File: src/rtl/sq_pkg.sv
// Shared types and helpers for the serial squarer.
package sq_pkg;

   localparam int SQ_DEFAULT_WIDTH = 32;

   typedef enum logic [1:0] {
      SQ_IDLE = 2'd0,
      SQ_BUSY = 2'd1,
      SQ_DONE = 2'd2
   } sq_state_e;

   // The step counter has to reach WIDTH itself, hence WIDTH+1 codes.
   function automatic int sq_cnt_width(input int width);
      return $clog2(width + 1);
   endfunction

endpackage

File: src/rtl/sq_serial.sv
// Radix-2 shift-add squarer: UQ<WIDTH>.0 in, exact UQ<2*WIDTH>.0 square out.
// One multiplier bit is retired per clock. Latency is fixed at WIDTH clocks
// from the accepting edge to source_valid, independent of the operand value.
//
//   state   | meaning
//   --------+----------------------------------------------------------
//   IDLE    | sink_ready=1, waiting for an operand
//   BUSY    | WIDTH shift-add steps in progress, sink ignored
//   DONE    | result held on source until source_ready is seen
//
// Handshake outputs are decoded from the registered state only, so there is
// no combinational path from sink_valid or source_ready to any output.
module sq_serial
   import sq_pkg::*;
#(
   parameter int WIDTH = SQ_DEFAULT_WIDTH
) (
   input  logic                 clk,
   input  logic                 rst_n,
   input  logic [WIDTH-1:0]     sink,
   input  logic                 sink_valid,
   output logic                 sink_ready,
   output logic [2*WIDTH-1:0]   source,
   output logic                 source_valid,
   input  logic                 source_ready
);

   localparam int               CW   = sq_cnt_width(WIDTH);
   localparam logic [CW-1:0]    LAST = CW'(WIDTH - 1);

   sq_state_e              state_q,  state_d;
   logic [2*WIDTH-1:0]     mcand_q,  mcand_d;
   logic [WIDTH-1:0]       mplier_q, mplier_d;
   logic [2*WIDTH-1:0]     acc_q,    acc_d;
   logic [CW-1:0]          cnt_q,    cnt_d;
   logic [2*WIDTH-1:0]     source_q, source_d;
   logic [2*WIDTH-1:0]     acc_step;

   // Conditional add of the shifted multiplicand for the current multiplier bit.
   always_comb begin
      acc_step = acc_q;
      if (mplier_q[0]) begin
         acc_step = acc_q + mcand_q;
      end
   end

   // Next-state and datapath update for the IDLE/BUSY/DONE sequence.
   always_comb begin
      state_d  = state_q;
      mcand_d  = mcand_q;
      mplier_d = mplier_q;
      acc_d    = acc_q;
      cnt_d    = cnt_q;
      source_d = source_q;
      case (state_q)
         SQ_IDLE: begin
            if (sink_valid) begin
               mcand_d  = {{WIDTH{1'b0}}, sink};
               mplier_d = sink;
               acc_d    = '0;
               cnt_d    = '0;
               state_d  = SQ_BUSY;
            end
         end
         SQ_BUSY: begin
            acc_d    = acc_step;
            mcand_d  = mcand_q << 1;
            mplier_d = mplier_q >> 1;
            cnt_d    = cnt_q + CW'(1);
            // The last step's sum goes straight to the output register.
            if (cnt_q == LAST) begin
               source_d = acc_step;
               state_d  = SQ_DONE;
            end
         end
         SQ_DONE: begin
            // source keeps its value after handoff; it is don't-care while invalid.
            if (source_ready) begin
               state_d = SQ_IDLE;
            end
         end
         default: begin
            state_d = SQ_IDLE;
         end
      endcase
   end

   // State and datapath registers; reset aborts any computation in flight.
   always_ff @(posedge clk or negedge rst_n) begin
      if (!rst_n) begin
         state_q  <= SQ_IDLE;
         mcand_q  <= '0;
         mplier_q <= '0;
         acc_q    <= '0;
         cnt_q    <= '0;
         source_q <= '0;
      end else begin
         state_q  <= state_d;
         mcand_q  <= mcand_d;
         mplier_q <= mplier_d;
         acc_q    <= acc_d;
         cnt_q    <= cnt_d;
         source_q <= source_d;
      end
   end

   assign sink_ready   = (state_q == SQ_IDLE);
   assign source_valid = (state_q == SQ_DONE);
   assign source       = source_q;

endmodule
File: config.mk
export PLATFORM = sky130hd
export DESIGN_NAME = sq_serial
export DESIGN_NICKNAME = d
export VERILOG_FILES = /design/src/rtl/sq_pkg.sv /design/src/rtl/sq_serial.sv
export SDC_FILE = /design/constraint.sdc
export NUM_CORES = 1
export LEC_CHECK = 0
export BUFFER_PORTS_ARGS = -buffer_cell sky130_fd_sc_hd__clkbuf_2
export CAP_MARGIN = 20
export CORE_MARGIN = 2
export CORE_UTILIZATION = 50
export DETAILED_ROUTE_END_ITERATION = 10
export PLACE_DENSITY = 0.68
export SYNTH_ARGS = -nofsm -noshare
export SYNTH_HDL_FRONTEND = slang
export SYNTH_SLANG_ARGS = --single-unit
File: constraint.sdc
create_clock -name clk -period 3.82 [get_ports clk]
set_input_delay 0.573 -clock clk [delete_from_list [all_inputs] [get_ports clk]]
set_output_delay 0.573 -clock clk [all_outputs]
set_load 0.005 [all_outputs]
==> impl_metrics.ini <==
[clocking]
htreeDepth = 1
postCtsHoldBufs = 1
postCtsSetupBuffers = 0
cts_buffer_depth = 3
cts_root_buf = clkbuf_16
clock-sinks = 232
numCtsBuffers = 26
clock_latency_ns = 0.54
ctsResizeCount = 0
cts_tree = built
path_clk_slew_ns = 0.06

[synthesis]
async_flop_share = 1.00
synth_warnings = 0
synthTopCellsByArea = dfrtp_1 (44%), o21ai_0 (7.2%), ha_1 (6.0%)
synth-seq-cells = 232
synth_top_area_share = 0.438
synth_nets = 1525
netlist_area_um2 = 13300
yosysTopAreaCell = dfrtp_1
synth_edf_count = 0
ys_types = 70
synth-main-ff-cell = dfrtp_1
avgSynthCellArea_um2 = 9.32
syn_inst = 1424
seq_area_frac_synth = 0.438

[timing]
hold_violations = 0
timing.fmax_mhz = 284
setup_violations = 0
skew_ns = 0.0172
fin_setup_tns_ns = 0
tightest_slew_ns = 1.03
post-route-min-period_ns = 3.52
maxSlewViolCount = 0
max-slew-margin-rel = 0.312
rsz0062_at_grt = false
period_share = 0.921

[detailed_routing]
drt_iter0_markers = 968
post-route-drc-count = 0
avgViaCountPerCell = 6.15
wl_mm = 36.2
num_vias = 11298
antenna_left = 0
first_pass_iters = 6
wire_per_inst_um = 19.7

[pwr]
total_power_mw = 12.5
ir_worst_vdd_mv = 0.448
p_leak_nw = 6.99
p_per_area_nw_per_um2 = 833

[placement]
dpl.hpwl_mm = 25.3
gp_congestion = 0.923
io_buffers = 101
dpl_cell_area_um2 = 14100

[global_route]
grt_pass1_wl_mm = 58.5
antenna_found_initial = 0
grt_overflow = 0
track_usage = 0.257
grt_pass1_vias = 10722
grt_max_degree = 97

[cells_and_area]
final_design_area_no_fill_um2 = 15000
layout-drive-gt1-share = 0.129
syn_to_final_growth_pct = 12.9
diodes = 0
fin_util = 0.575
fillCellCount = 2360
layout.nets = 1582

[worst_hold_path]
min_path_type = in2reg

[critical_path]
criticalPathCategory = reg2reg
cp-end-kind = register
critical_path_required_ns = 4.24
cp_data_arrival_time_ns = 3.94
crit_fanout = 9
startpoint_type = register

[floorplan]
die_h_um = 167
dieArea_um2 = 27900
core_um2 = 26100
row_count = 59
io_pins = 102
die_w_um = 167
start_util = 0.509

[flow_run]
drv_cap = 0

[outcome]
status = complete, no violations
## worst max-delay path, cell delays in order (launching register included)
cell	delay [ns]
dfrtp_1	0.48
ha_1	0.47
a21oi_1	0.25
o21ai_0	0.13
a41o_1	0.26
a221o_1	0.30
a41oi_1	0.35
o21a_1	0.30
a21oi_1	0.13
o211ai_1	0.30
a211oi_1	0.13
a211o_1	0.29
## cells in the final DEF (no fill, tap or decap), types with 11 or more instances in the layout
cell | netlist | final
clkbuf_16 | 0 | 27
a22oi_1 | 85 | 85
mux2i_1 | 36 | 36
buf_4 | 4 | 22
a21oi_1 | 94 | 94
ha_1 | 64 | 64
clkbuf_8 | 0 | 11
a22o_1 | 62 | 62
clkbuf_2 | 0 | 100
o21ai_0 | 190 | 190
nor2_1 | 53 | 51
o21bai_1 | 16 | 15
nand3_1 | 14 | 14
o21a_1 | 15 | 15
inv_1 | 21 | 21
nand2_1 | 181 | 180
dfrtp_1 | 232 | 229
a21o_1 | 32 | 31
and3_1 | 23 | 23
xor2_1 | 20 | 20
nand4_1 | 21 | 21
nand2b_1 | 12 | 12
xnor2_1 | 38 | 38
## synthesized netlist by cell type, types with 3 or more instances
cell type and n:
o21ai_1 8, dfrtp_1 232, and2_1 4, o21bai_1 16, o31ai_1 3, nor2_1 53
buf_2 7, a41o_1 3, a22oi_1 85, a21o_1 32, mux2i_1 36, xor2_1 20
a221o_1 5, nor2b_1 10, nand3_1 14, nand4_1 21, a21oi_1 94, a21boi_0 3
buf_4 4, a211oi_1 7, buf_1 8, nor3_1 9, or3_1 3, a31oi_1 6
and3_1 23, o21ai_0 190, ha_1 64, clkbuf_1 78, nand3b_1 3, o211ai_1 4
nand2b_1 12, a22o_1 62, and4_1 4, nand2_1 181, mux2_2 5, xnor2_1 38
inv_1 21, o21a_1 15
## through the flow
step | std cells | hold slack [ns] | setup slack [ns]
after floorplan | 1424 | 0.277 | 0.831
after global placement | 1787 | 0.460 | 0.363
after detailed placement | 1787 | 0.467 | 0.313
after CTS | 1836 | 0.215 | 0.299
after global routing | 1836 | 0.218 | 0.0250
final | 1836 | 0.231 | 0.302
## path summary, 6_finish.rpt
kind                                    from      endpoint  slack [ns]  depth (start not counted)
worst min-delay path            source_ready    state_q[1]        0.23                          2
max in group asynchronous              rst_n   mcand_q[37]        2.37                          3
worst min register to register    source[42]    source[42]        0.47                          2
worst max-delay path             mcand_q[20]     acc_q[61]        0.30                         11
worst max register to register   mcand_q[20]     acc_q[61]        0.30                         11
min in group asynchronous              rst_n  mplier_q[14]        0.56                          2
## cells by family after synthesis
group | after synthesis | share of synthesized area
fa+ha+maj | 65 | 0.0619
simple gates | 344 | 0.118
xor+xnor | 58 | 0.0383
mux | 41 | 0.0314
buf+inv | 119 | 0.0355
flops | 232 | 0.438
compound gates | 565 | 0.278
## final cells by class
cell class	count	area, µm²	share of cell area
Multi-Input combinational cell	1073	7020	0.469
Sequential cell	232	5810	0.388
Clock buffer	41	838	0.0560
Timing Repair Buffer	126	731	0.0488
Tap cell	335	419	0.0280
Inverter	22	82.6	0.00551
Clock inverter	7	71.3	0.00476
## flip-flops by register name, summed over array words and instances (netlist names)
signal    flops
acc_q        64
mcand_q      64
source       64
mplier_q     32
cnt_q         6
state_q       2
## layer usage
| metal | track usage | up-vias | part of all wire |
|---|---|---|---|
| li1 | - | 5368 | - |
| met4 | 0.0607 | 0 | 0.017 |
| met3 | 0.0404 | 53 | 0.066 |
| met2 | 0.379 | 343 | 0.43 |
| met1 | 0.397 | 5534 | 0.49 |
| met5 | 0 | - | 0 |
## report_power, final
group          internal (mW)  total (mW)  leakage (nW)  switching (mW)
Clock                   1.57        2.61         0.454            1.04
Combinational           2.30        5.68          3.46            3.39
Sequential              3.38        4.18          3.08           0.804
Total                   7.24        12.5          6.99            5.23
Note: power is estimated with default switching activity, not from simulation.
